[src/rtl/voice_synth.sv]
// Polyphonic square-wave tone generator fed by keyboard-scanner note messages.
// Each note is split into semitone/octave, then given to a voice whose counter toggles a square output.
module voice_synth #(
  parameter int unsigned CLK_FREQ = 120_000_000,
  parameter int unsigned VOICES   = 4
) (
  input  logic              clk,
  input  logic              rst,
  input  logic              clk_msg,
  input  logic [7:0]        msg,
  output logic [2:0]        mix,
  output logic [VOICES-1:0] voice_active,
  output logic              busy,
  output logic              overflow
);

  typedef enum logic [1:0] {IDLE, DIV, ALLOC} state_e;

  function automatic logic [22:0] table_entry(input int s);
    real f;
    f = 16.351597831 * (2.0 ** (real'(s) / 12.0));
    return 23'($rtoi(real'(CLK_FREQ) / f + 0.5));
  endfunction

  localparam logic [22:0] TABLE [12] = '{
    table_entry(0), table_entry(1), table_entry(2),  table_entry(3),
    table_entry(4), table_entry(5), table_entry(6),  table_entry(7),
    table_entry(8), table_entry(9), table_entry(10), table_entry(11)
  };

  state_e            state_q, state_d;
  logic [2:0]        sync_q, sync_d;
  logic              strobe;
  logic [7:0]        msg_q, msg_d;
  logic [7:0]        pend_q, pend_d;
  logic              pend_valid_q, pend_valid_d;
  logic              overflow_q, overflow_d;
  logic [6:0]        rem_q, rem_d;
  logic [3:0]        oct_q, oct_d;
  logic [2:0]        steal_ptr_q, steal_ptr_d;
  logic [6:0]        note_q [VOICES];
  logic [6:0]        note_d [VOICES];
  logic [22:0]       hp_q   [VOICES];
  logic [22:0]       hp_d   [VOICES];
  logic [22:0]       cnt_q  [VOICES];
  logic [22:0]       cnt_d  [VOICES];
  logic [VOICES-1:0] sq_q, sq_d;
  logic [VOICES-1:0] active_q, active_d;
  logic [2:0]        mix_q, mix_d;

  logic              match_found, free_found;
  logic [2:0]        match_idx, free_idx, target;
  logic [22:0]       hp_new;

  // FSM state register
  always_ff @(posedge clk or posedge rst) begin
    if (rst) state_q <= IDLE;
    else     state_q <= state_d;
  end

  // FSM next state
  always_comb begin
    state_d = state_q;
    unique case (state_q)
      IDLE:    if (pend_valid_q || strobe) state_d = DIV;
      DIV:     if (rem_q < 7'd12) state_d = ALLOC;
      ALLOC:   state_d = IDLE;
      default: state_d = IDLE;
    endcase
  end

  // FSM outputs
  always_comb begin
    busy = (state_q != IDLE);
  end

  always_comb begin
    strobe = sync_q[1] & ~sync_q[2];
  end

  // Message capture, pending buffer and octave division
  always_comb begin
    sync_d       = {sync_q[1:0], clk_msg};
    msg_d        = msg_q;
    pend_d       = pend_q;
    pend_valid_d = pend_valid_q;
    overflow_d   = overflow_q;
    rem_d        = rem_q;
    oct_d        = oct_q;
    if (state_q == IDLE) begin
      // Pending is older, so it goes first; a simultaneous strobe refills the slot.
      if (pend_valid_q) begin
        msg_d = pend_q;
        if (strobe) pend_d = msg;
        else        pend_valid_d = 1'b0;
      end else if (strobe) begin
        msg_d = msg;
      end
      rem_d = msg_d[6:0];
      oct_d = '0;
    end else begin
      if (strobe) begin
        if (!pend_valid_q) begin
          pend_d       = msg;
          pend_valid_d = 1'b1;
        end else begin
          overflow_d = 1'b1;
        end
      end
      if (state_q == DIV && rem_q >= 7'd12) begin
        rem_d = rem_q - 7'd12;
        oct_d = oct_q + 4'd1;
      end
    end
  end

  // Voice search for allocation
  always_comb begin
    match_found = 1'b0;
    match_idx   = '0;
    free_found  = 1'b0;
    free_idx    = '0;
    for (int unsigned i = 0; i < VOICES; i++) begin
      if (!match_found && active_q[i] && note_q[i] == msg_q[6:0]) begin
        match_found = 1'b1;
        match_idx   = 3'(i);
      end
      if (!free_found && !active_q[i]) begin
        free_found = 1'b1;
        free_idx   = 3'(i);
      end
    end
    if (match_found)     target = match_idx;
    else if (free_found) target = free_idx;
    else                 target = steal_ptr_q;
    hp_new = TABLE[rem_q[3:0]] >> oct_q;
  end

  // Voice counters and table update
  always_comb begin
    note_d      = note_q;
    hp_d        = hp_q;
    steal_ptr_d = steal_ptr_q;
    mix_d       = '0;
    for (int unsigned i = 0; i < VOICES; i++) begin
      cnt_d[i]    = '0;
      sq_d[i]     = 1'b0;
      active_d[i] = active_q[i];
      if (active_q[i]) begin
        if (cnt_q[i] == hp_q[i] - 23'd1) begin
          cnt_d[i] = '0;
          sq_d[i]  = ~sq_q[i];
        end else begin
          cnt_d[i] = cnt_q[i] + 23'd1;
          sq_d[i]  = sq_q[i];
        end
      end
      if (state_q == ALLOC) begin
        if (msg_q[7] && 3'(i) == target) begin
          note_d[i]   = msg_q[6:0];
          hp_d[i]     = hp_new;
          cnt_d[i]    = '0;
          sq_d[i]     = 1'b0;
          active_d[i] = 1'b1;
        end else if (!msg_q[7] && match_found && 3'(i) == match_idx) begin
          cnt_d[i]    = '0;
          sq_d[i]     = 1'b0;
          active_d[i] = 1'b0;
        end
      end
      mix_d = mix_d + {2'b00, sq_q[i] & active_q[i]};
    end
    if (state_q == ALLOC && msg_q[7] && !match_found && !free_found) begin
      steal_ptr_d = (steal_ptr_q == 3'(VOICES - 1)) ? '0 : steal_ptr_q + 3'd1;
    end
  end

  always_ff @(posedge clk or posedge rst) begin
    if (rst) begin
      sync_q       <= '0;
      msg_q        <= '0;
      pend_q       <= '0;
      pend_valid_q <= 1'b0;
      overflow_q   <= 1'b0;
      rem_q        <= '0;
      oct_q        <= '0;
      steal_ptr_q  <= '0;
      sq_q         <= '0;
      active_q     <= '0;
      mix_q        <= '0;
      for (int unsigned i = 0; i < VOICES; i++) begin
        note_q[i] <= '0;
        hp_q[i]   <= '0;
        cnt_q[i]  <= '0;
      end
    end else begin
      sync_q       <= sync_d;
      msg_q        <= msg_d;
      pend_q       <= pend_d;
      pend_valid_q <= pend_valid_d;
      overflow_q   <= overflow_d;
      rem_q        <= rem_d;
      oct_q        <= oct_d;
      steal_ptr_q  <= steal_ptr_d;
      sq_q         <= sq_d;
      active_q     <= active_d;
      mix_q        <= mix_d;
      note_q       <= note_d;
      hp_q         <= hp_d;
      cnt_q        <= cnt_d;
    end
  end

  assign mix          = mix_q;
  assign voice_active = active_q;
  assign overflow     = overflow_q;

endmodule

[config.mk]
export PLATFORM = sky130hd
export DESIGN_NAME = voice_synth
export DESIGN_NICKNAME = d
export VERILOG_FILES = /design/src/rtl/voice_synth.sv
export SDC_FILE = /design/constraint.sdc
export NUM_CORES = 1
export LEC_CHECK = 0
export BUFFER_PORTS_ARGS = -buffer_cell sky130_fd_sc_hd__buf_2
export CAP_MARGIN = 20
export CORE_MARGIN = 1
export CORE_UTILIZATION = 30
export DETAILED_ROUTE_END_ITERATION = 8
export PLACE_DENSITY = 0.46
export SYNTH_ARGS = -nofsm -noshare
export SYNTH_HDL_FRONTEND = slang
export SYNTH_SLANG_ARGS = --single-unit
[constraint.sdc]
create_clock -name clk -period 8.4 [get_ports clk]
set_clock_uncertainty 0.15 [all_clocks]
set_input_delay 1.68 -clock clk [delete_from_list [all_inputs] [get_ports clk]]
set_output_delay 1.68 -clock clk [all_outputs]
set_load 0.02 [all_outputs]
Yosys cells after proc, flatten, opt, wreduce, memory -nomap -nowiden. Memory sizes are Yosys's and may differ from the RTL's. Index checks and enable logic that the tools add are counted.

Add/sub/neg operators: 14. Order comparisons: 3. Equality and inequality tests: 22. Shifts and indexed selects: 1. Mux-type cells: 85. Bitwise gates (word level): 12. Reductions and logical operators: 58.

Operators with widths (count): two-way mux 23 bit (22); adder 23 x 1 -> 23 bit (second input constant) (4); equality test 23 bit (4); subtractor 23 x 1 -> 23 bit (second input constant) (4); two-way mux 8 bit (7); two-way mux 1 bit (42); equality test 7 bit (4); logical AND 1 bit (23); >> shifter 23 x 4 -> 23 bit (1); two-way mux 3 bit (7); AND reduction 2 bit (10); nonzero test 2 bit (8); two-way mux 7 bit (2); equality test 2 x 3 -> 1 bit (first input constant) (4); logical NOT 1 bit (11); two-way mux 4 bit (2); != test 2 bit (second input constant) (4); greater-or-equal comparator 7 x 4 -> 1 bit (second input constant) (1); < comparator 7 x 4 -> 1 bit (second input constant) (1); subtractor 7 x 4 -> 7 bit (second input constant) (1); equality test 1 x 3 -> 1 bit (first input constant) (2); logical NOT 3 bit (2); inverter 1 bit (6); bitwise AND 1 bit (5); 17 further kinds (18).

Register bits: 260. ROM bits: 368. Input port bits: 11. Output and inout port bits: 9. Word-level logic and storage cells: 224. Memories kept: 1.

Memory list: (name not given) (words 16, bits a word 23, read ports 1, clocked after memory_dff 0, wr ports 0, RTL line 136) `hp_new = TABLE[rem_q[3:0]] >> oct_q;`.

Longest topological paths before layout. Gate-level depths: netlist (run 1).

Word-level depth: 20. Gate-level depth with buffers: 11.

Worst setup path before layout (run 1). OpenSTA, ideal clock, no wires.

Path kind: reg-to-reg. Start point: register hp_q[0] (netlist name). End point: register cnt_q[10] (netlist name). Data arrival time: 3.077 ns. Path slack: 5.037 ns. Cell stages (with the launch flop): 11. Period minus slack after synthesis: 3.363 ns. Cells stage by stage: dfrtp_1 -> inv_1 -> ha_1 -> nor3b_1 -> nand4_1 -> or4_1 -> a211oi_1 -> nand3_1 -> a2111oi_4 -> buf_2 -> nor3_1.

RTL lines: start: declaration (RTL line 43) `logic [22:0] hp_q [VOICES];`; start signal: assignment (RTL line 209) `hp_q <= hp_d;`; end signal: assignment (RTL line 210) `cnt_q <= cnt_d;`; end: declaration (RTL line 45) `logic [22:0] cnt_q [VOICES];`.

==> impl_metrics.csv, run 1 <==
group,metric,value,unit
logic_synthesis,synth_top_area_share,0.3947,
global_routing,grt_usage,0.1619,
global_routing,grt_pass1_wl,72440,um
clock_network,cts_tree,"built",
clock_network,cts_setup_buffers,0,
global_routing,globalRouteOverflowTotal,0,
logic_synthesis,synth-seq-cells,260,
worst_setup_path,crit_fanout,23,
logic_synthesis,yosysUniqueCellTypes,74,
worst_setup_path,cp_cell_sequence,"inv_1 > ha_1 > nor3b_1 > nand4_1 > or4_1 > a211oi_1 > nand3_1 > a2111oi_4 > buf_4 > nor3_1",
route,drt-initial-drc-count,789,
route,routed_via_density,5.295,
route,wl_per_cell,18.47,um
logic_synthesis,synthTopCellsByArea,"dfrtp_1 (39%), mux2_2 (9.2%), xnor2_1 (6.8%)",
route,routed_wirelength,44580,um
worst_setup_path,critPathMaxStageDelay,0.67,ns
worst_setup_path,worst_ep_required_time,8.62,ns
worst_setup_path,worst_setup_path_start_kind,"flip-flop",
finish,multi_input_area,9450,um2
timing,slew_headroom,0.2359,
worst_setup_path,crit_buf_inv,2,
place,routabilityCongestion,0.8310,
clock_network,cts_buffers,34,
run_status,outcome,"finished, final reports clean",
worst_setup_path,timing.rr.end,"cnt_q[11]",
clock_network,max-clock-path-buffers,3,
logic_synthesis,synth_area_per_cell,9.594,um2
route,drc_errors,0,
worst_hold_path,min_path_cells,0,
floorplan,die_area,55880,um2
worst_setup_path,reg2reg_depth,10,
pwr,leakagePower,0.007624,uW
floorplan,start_util,0.3051,
timing,hold_viol,0,
timing,finalSetupViolCount,0,
logic_synthesis,ys_seq_area_frac,0.3947,
worst_setup_path,cp_slowest_cell,"nor3b_1",
timing,slew_viol_final,0,
pwr,peakVddDrop,0.1947,mV
global_routing,antenna_found_initial,0,
finish,area_delta_synth_final,11.69,%
worst_setup_path,worstPathArrival,4.25,ns
timing,fin_setup_tns,0,ns
floorplan,rows,85,
finish,nNetsFinal,1722,
route,ant_nets,0,
finish,fillCellCount,5493,
clock_network,cts_htree_levels,2,
logic_synthesis,synthArstFlopShare,1.000,
clock_network,clockRootBuffer,"clkbuf_16",
clock_network,hold_buffers,0,
worst_setup_path,cp_top_family,"simple AND/OR/NAND/NOR gates",
global_routing,grt_max_degree,150,
global_routing,grt_pass1_vias,12690,
clock_network,clkTransAtPathRegs,0.06,ns
timing,clock.fmax,248.1,MHz
timing,post-route-period-util,0.4798,
floorplan,ios,20,
clock_network,worstSkewPairLatency,0.53,ns
finish,n_antenna_cell,0,
finish,regArea,6506,um2
timing,rsz0062_at_grt,"no",
floorplan,core,54030,um2
timing,tightest_slew,1.134,ns
worst_setup_path,rr_startpoint,"hp_q[0]",
clock_network,cts_sinks,260,
timing,post-route-min-period,4.030,ns
logic_synthesis,syn_nets,1748,
route,first_pass_iters,5,
worst_setup_path,crit_cells,10,
worst_setup_path,path_class,"reg2reg",
logic_synthesis,synth_top_flop_cell,"dfrtp_1",
floorplan,die_w,236.4,um
worst_hold_path,worstHoldStart,"sync_q[0]",
pwr,power.total,8168,uW
logic_synthesis,yosys.area.top_type,"dfrtp_1",
place,portBuffers,19,
worst_hold_path,hp-class,"reg2reg",
worst_setup_path,worstSetupEndpointType,"flip-flop",
logic_synthesis,netlist_instances,1718,
clock_network,cts-resized-gates,0,
worst_hold_path,hold-path-endpoint,"sync_q[1]",
logic_synthesis,yosysWarnings,0,
logic_synthesis,synth-edff-count,0,
logic_synthesis,synth.cell_area,16480,um2
finish,final_layout_size_suffix_gt1_frac,0.1543,
route,vias,12780,
place,dp_hpwl,31830,um
floorplan,fp.dieH,236.4,um
worst_setup_path,rrSetupSlack,4.37,ns
flow_run,cap_viol_max_count,0,
pwr,powerDensity,443.7,nW/um2
## cells in the mapped netlist (20+ instances only)
| master | number |
|---|---|
| dfrtp_1 | 260 |
| nor3_1 | 137 |
| mux2_2 | 135 |
| xnor2_1 | 128 |
| nor2_1 | 109 |
| nand2_1 | 103 |
| xor2_1 | 93 |
| clkbuf_1 | 79 |
| nand3_1 | 61 |
| o21ai_0 | 54 |
| a21oi_1 | 43 |
| nor4_1 | 41 |
| inv_1 | 40 |
| mux2i_1 | 40 |
| nand4_1 | 37 |
| or4_1 | 21 |
| or3_1 | 20 |
## metal layers
layer | vias to the layer above | GRT usage | wire [um]
met5 | - | 0 | 0
met4 | 0 | 0.04545 | 872
met3 | 56 | 0.02153 | 1405
met2 | 202 | 0.2675 | 20880
met1 | 6326 | 0.2203 | 21420
li1 | 6193 | - | -
## worst max-delay path by stage
stage / startpoint / endpoint / slack, ns
after floorplan: rst / cnt_q[0] / 3.14
after global placement: hp_q[2] / cnt_q[3] / 4.53
after detailed placement: hp_q[0] / cnt_q[11] / 4.46
after CTS: hp_q[0] / cnt_q[11] / 4.40
after global routing: hp_q[0] / cnt_q[16] / 4.06
final: hp_q[0] / cnt_q[11] / 4.37
## metrics by stage
step	instances	hold slack (ns)	utilization	instance area, um2	setup slack (ns)
final	2413	0.1980	0.3407	18410	4.370
after global routing	2413	0.2080	0.3407	18410	4.064
after CTS	2413	0.2028	0.3407	18410	4.400
after detailed placement	2352	0.1910	0.3192	17240	4.457
after global placement	2351	0.2039	0.3190	17240	4.531
after floorplan	1718	0.1812	-	16490	3.142
## flip-flops by register name, summed over array words and instances, names as in the netlist, 3 cells and up
register	flops
sq_q	4
sync_q	3
steal_ptr_q	3
cnt_q	92
rem_q	7
mix	3
oct_q	4
voice_active	4
note_q	28
pend_q	8
hp_q	92
msg_q	8
## final cells by class
cell class                 count  share of cell area
timing repair buffer          38             0.01359
sequential                   260              0.3534
multi-input combinational   1315              0.5134
tap                          696             0.04731
clock buffer                  50             0.05458
inverter                      43            0.008972
clock inverter                11            0.008768
## cells in the final DEF, fill, tap and decap left out, types with 19 or more instances in the layout
cell type,synthesis,layout
xnor2_1,128,128
nor2_1,109,109
inv_1,40,39
nand4_1,37,37
or4_1,21,21
xor2_1,93,93
o21ai_0,54,54
nand3_1,61,61
clkbuf_16,0,37
or3_1,20,20
nor3_1,137,136
buf_2,13,19
a21oi_1,43,43
dfrtp_1,260,260
mux2_2,135,135
nor4_1,41,41
mux2i_1,40,40
nand2b_1,19,19
nand2_1,103,103
## kinds of logic after synthesis
family | after synthesis | share of synthesized area
adders and majority gates | 20 | 0.01549
AOI/OAI and AO/OA | 228 | 0.09398
xor gates and xnor gates | 221 | 0.1174
muxes | 184 | 0.1288
DFF | 260 | 0.3947
and+or+nand+nor | 662 | 0.2155
buffers and inverters | 143 | 0.03401
## where the power goes
group | internal (uW) | switching, uW
Sequential | 1560 | 523
Combinational | 1840 | 2720
Clock | 954 | 571
## worst register-to-register path: stages, from the launching register on
cell and delay, ns:
dfrtp_1 0.45, inv_1 0.09, ha_1 0.19, nor3b_1 0.67
nand4_1 0.52, or4_1 0.66, a211oi_1 0.28, nand3_1 0.15
a2111oi_4 0.28, buf_4 0.32, nor3_1 0.11
No activity file was read; power rests on OpenSTA's default activity.
==> inputs of run 2 (changes only) <==
- clock period: 8.4 -> 3.3 ns (I/O delays scaled with it)
==> run 2 against run 1 <==
Clock power is 140% higher. Global-route usage is 0.69 points higher. Largest cell class unchanged. Clock-buffer cell count is 3 lower. Combinational power grew to 3.0 times the previous value. Sequential share of layout area is 1.7 points lower. Non-clock buffer count is 104 higher. Maximum frequency is 26% higher. Largest power group unchanged. Final area is 5.0% higher. Worst setup slack worse by 4.3 ns. Highest routed layer unchanged. Total power grew to 2.7 times the previous value. Critical path depth is 3 lower.
==> impl_metrics.csv, run 2 (synthesis gave the netlist of run 1 again) <==
group,metric,value,unit
worst_setup_path,cp_slowest_cell,"or4_4",
worst_setup_path,worstSetupEndpointType,"flip-flop",
pwr,leakagePower,0.008161,uW
finish,area_delta_synth_final,17.23,%
global_routing,grt_pass1_vias,13340,
finish,final_cell_mix,"dfrtp_1 (260), mux2_2 (135), nor3_1 (133)",
route,routed_wirelength,46270,um
clock_network,cts_htree_levels,2,
route,drc_errors,0,
clock_network,cts_tree,"built",
timing,finalSetupViolCount,0,
clock_network,max-clock-path-buffers,3,
pwr,peakVddDrop,0.5791,mV
finish,nNetsFinal,1826,
floorplan,die_w,236.4,um
timing,tightest_slew,0.7197,ns
worst_setup_path,path_class,"reg2reg",
global_routing,grt_pass1_wl,75260,um
route,ant_nets,0,
worst_setup_path,critPathMaxStageDelay,0.56,ns
floorplan,ios,20,
timing,post-route-period-util,0.9708,
place,placedCellCount,2453,
worst_setup_path,crit_buf_inv,0,
route,routed_via_density,5.272,
worst_setup_path,worst_ep_required_time,3.61,ns
finish,top_regs,"cnt_q (92), hp_q (92), note_q (28)",
finish,fillCellCount,5502,
global_routing,antenna_found_initial,1,
finish,stdcell_count,2514,
global_routing,globalRouteOverflowTotal,0,
route,wl_per_cell,18.41,um
timing,fin_setup_tns,0,ns
floorplan,fp.dieH,236.4,um
floorplan,core,54030,um2
timing,slew_viol_final,0,
worst_setup_path,cp_top_family,"simple AND/OR/NAND/NOR gates",
worst_setup_path,worstPathArrival,3.51,ns
place,routabilityCongestion,0.8704,
worst_setup_path,crit_fanout,3,
place,dp_hpwl,33990,um
finish,final_common_cell,"dfrtp_1",
worst_hold_path,hp-class,"in2reg",
floorplan,rows,85,
route,vias,13250,
pwr,powerDensity,1160,nW/um2
finish,final_layout_size_suffix_gt1_frac,0.2119,
timing,hold_viol,0,
worst_setup_path,worst_setup_path_start_kind,"flip-flop",
clock_network,clockRootBuffer,"clkbuf_16",
route,drt-initial-drc-count,741,
clock_network,clkTransAtPathRegs,0.06,ns
flow_run,cap_viol_max_count,0,
global_routing,grt_usage,0.1688,
floorplan,start_util,0.3051,
place,portBuffers,19,
timing,slew_headroom,0.5165,
clock_network,cts_buffers,34,
run_status,outcome,"finished, final reports clean",
timing,post-route-min-period,3.204,ns
clock_network,cts_sinks,260,
worst_setup_path,cp_cell_sequence,"or4_4 > or4_4 > or4_1 > a32oi_1 > nand2b_1 > or4_1 > a21oi_2",
floorplan,die_area,55880,um2
clock_network,worstSkewPairLatency,0.53,ns
global_routing,grt_max_degree,111,
route,first_pass_iters,5,
timing,clock.fmax,312.2,MHz
==> run 2: final cells by class <==
| class | count | area, um2 | area share |
|---|---|---|---|
| Antenna cell | 1 | 2.502 | 0.0001295 |
| Clock buffer | 47 | 980.9 | 0.05077 |
| Clock inverter | 10 | 86.33 | 0.004468 |
| Inverter | 43 | 165.2 | 0.008548 |
| Multi-Input combinational cell | 1315 | 9564 | 0.4950 |
| Sequential cell | 260 | 6506 | 0.3367 |
| Tap cell | 696 | 870.8 | 0.04507 |
| Timing Repair Buffer | 142 | 1146 | 0.05931 |
==> run 2: stage by stage <==
step | worst slack [ns] | power, uW | instance area (um2) | hold slack (ns) | util
finish | 0.09642 | 22410 | 19320 | 0.08146 | 0.3576
global route | -0.01509 | 24110 | 19320 | 0.05688 | 0.3576
CTS | 0.02400 | 22300 | 19220 | 0.04556 | 0.3557
detailed placement | -0.3856 | 18460 | 18110 | 0.1928 | 0.3352
global placement | -0.2549 | 18400 | 18110 | 0.1885 | 0.3352
floorplan | -0.9376 | 13690 | 16490 | 0.1812 | -
==> run 2: repair_timing <==
item,in CTS,in global routing
hold buffers,1,0
setup buffers,0,2
setup endpoints to repair,1,79
resized for setup,4,21
pin swaps,0,5
endpoints found under the hold margin,9,0
==> run 2: report_power, final <==
part	switching [uW]	internal, uW	leakage [uW]	total [uW]
combinational	7610	6020	0.00413	13600
sequential	1190	3980	0.00350	5170
clock	1470	2150	0.000532	3620
total	10300	12100	0.00816	22400
==> run 2: final timing paths <==
path                                 from  slack (ns)  depth (start not counted)        end
worst min register to register  sync_q[0]        0.21                          0  sync_q[1]
worst max-delay path             hp_q[76]         0.1                          7    sq_q[0]
min in group asynchronous             rst        0.52                          3   hp_q[85]
max in group asynchronous             rst        1.54                          4  cnt_q[49]
worst min-delay path              clk_msg        0.08                          1  sync_q[0]
worst max register to register   hp_q[76]         0.1                          7    sq_q[0]
==> run 2: per-layer routing <==
metal,global-route usage,part of all wire
met1,0.2217,0.46
met2,0.2831,0.48
met4,0.05884,0.028
met5,0,0
met3,0.02305,0.029
==> inputs of run 3 (changes only) <==
- CORE_MARGIN: 1 -> 4
- SLEW_MARGIN: not set -> 20
==> run 3 against run 2 <==
Global-route usage is 1.1 points lower. Cell count is 0.76% higher. First-iteration DRC count is 15% higher. Clock-buffer cell count is 1 higher. Via count is 0.29% higher. Worst setup slack better by 0.013 ns. Sequential share of layout area is 0.68 points lower. Die area is 5.1% higher. Register-to-register slack hardly changed. Highest routed layer unchanged. Critical path type unchanged. Maximum frequency is 0.40% higher.
==> impl_metrics.csv, run 3 (synthesis gave the netlist of run 1 again) <==
group,metric,value,unit
pwr,peakVddDrop,0.9415,mV
floorplan,rows,85,
global_routing,antenna_found_initial,1,
clock_network,cts_sinks,260,
finish,n_antenna_cell,0,
route,ant_nets,0,
floorplan,fp.dieH,242.4,um
pwr,p_sw,10530,uW
worst_setup_path,worstPathArrival,3.50,ns
global_routing,grt_pass1_wl,75730,um
clock_network,clkTransAtPathRegs,0.06,ns
timing,finalSetupViolCount,0,
timing,post-route-period-util,0.9669,
clock_network,max-clock-path-buffers,3,
floorplan,die_area,58760,um2
timing,clock.fmax,313.4,MHz
pwr,combPwrFrac,0.606,
run_status,outcome,"finished, final reports clean",
place,dp_hpwl,34200,um
route,wl_per_cell,18.43,um
timing,hold_viol,0,
pwr,seq_power_share,0.219,
pwr,p_int,12690,uW
route,first_pass_iters,5,
timing,tightest_slew,0.9010,ns
route,routed_wirelength,46690,um
clock_network,cts_htree_levels,2,
worst_setup_path,worstSetupEndpointType,"flip-flop",
worst_hold_path,hp-class,"in2reg",
floorplan,die_w,242.4,um
finish,design_area,19720,um2
pwr,leakagePower,0.008351,uW
global_routing,grt_usage,0.1576,
pwr,power.total,23220,uW
timing,slew_headroom,0.3993,
finish,area_delta_synth_final,19.64,%
worst_setup_path,worst_ep_required_time,3.61,ns
finish,final_common_cell,"dfrtp_1",
place,dpl_cell_area,18270,um2
floorplan,ios,20,
clock_network,cts_buffers,34,
place,routabilityCongestion,0.8553,
finish,final_util,0.3643,
timing,whs,0.07947,ns
finish,final_layout_size_suffix_gt1_frac,0.2226,
route,vias,13290,
clock_network,worstSkewPairLatency,0.54,ns
place,portBuffers,19,
finish,top_regs,"cnt_q (92), hp_q (92), note_q (28)",
pwr,swShare,0.4534,
worst_setup_path,path_class,"reg2reg",
flow_run,cap_viol_max_count,0,
worst_setup_path,worst_setup_path_start_kind,"flip-flop",
global_routing,grt_pass1_vias,13220,
finish,final_cell_mix,"dfrtp_1 (260), nor3_1 (136), mux2_2 (135)",
route,routed_via_density,5.248,
route,drt-initial-drc-count,852,
finish,nNetsFinal,1843,
worst_setup_path,crit_fanout,3,
pwr,powerDensity,1178,nW/um2
timing,post-route-min-period,3.191,ns
pwr,clkPwrFrac,0.175,
floorplan,start_util,0.3045,
global_routing,globalRouteOverflowTotal,0,
floorplan,core,54130,um2
timing,slew_viol_final,0,
clock_network,cts_tree,"built",
route,drc_errors,0,
clock_network,clockRootBuffer,"clkbuf_16",
timing,fin_setup_tns,0,ns
global_routing,grt_max_degree,41,
==> run 3: cell types whose count changed in the layout (fill, tap and decap cells not counted), sizes merged <==
cell	delta
buf	+17
clkinv	-3
clkbuf	+1
bufinv	+4
inv	-1
clkinvlp	+2
diode	-1
==> run 3: final timing paths <==
kind,from,cells after the start,end,slack [ns]
max,hp_q[78],7,sq_q[0],0.11
min,clk_msg,1,sync_q[0],0.08
max reg2reg,hp_q[78],7,sq_q[0],0.11
min reg2reg,sync_q[0],0,sync_q[1],0.21
max in group asynchronous,rst,5,steal_ptr_q[0],1.64
min in group asynchronous,rst,3,msg_q[1],0.51
==> run 3: stage by stage <==
step	instances	setup WS [ns]
after floorplan	1718	-0.9376
after global placement	2467	-0.3208
after detailed placement	2467	-0.2789
after CTS	2527	0.009852
after global routing	2533	-0.006015
final	2533	0.1093
==> run 3: power groups by stage <==
stage	Clock [uW]	Combinational, uW	Sequential, uW
3_5_place_dp	0	13600	5140
5_1_grt	4330	15400	5250
3_3_place_gp	0	13500	5120
2_1_floorplan	0	9020	4660
6_report	4070	14100	5090
4_1_cts	4210	13700	5090
==> run 3: final cells by class <==
cell class / count / area [um2]
Inverter: 43 / 165.2
Timing Repair Buffer: 159 / 1336
Tap cell: 696 / 870.8
Sequential cell: 260 / 6506
Clock inverter: 12 / 193.9
Multi-Input combinational cell: 1315 / 9599
Clock buffer: 48 / 1047
Fill cell: 5402 / 34410
==> run 3: repair_timing <==
| item | CTS | global route |
|---|---|---|
| hold buffers | 0 | 1 |
| pin swaps | 0 | 6 |
| endpoints found under the setup margin | 2 | 92 |
| gates resized for setup | 5 | 21 |
| setup buffers | 0 | 4 |
| hold endpoints to repair | 0 | 6 |
==> run 3: critical path: stages, from the launching register on <==
cell,delay (ns)
dfrtp_1,0.38
or4_4,0.56
or4_4,0.52
or4_4,0.53
a32oi_2,0.23
nand2b_1,0.10
or4_1,0.50
a21oi_1,0.15
==> run 3: routing by layer <==
| layer | GRT usage | part of all wire |
|---|---|---|
| met1 | 0.2167 | 0.46 |
| met3 | 0.02081 | 0.038 |
| met5 | 0 | 0 |
| met2 | 0.2625 | 0.48 |
| met4 | 0.04098 | 0.020 |
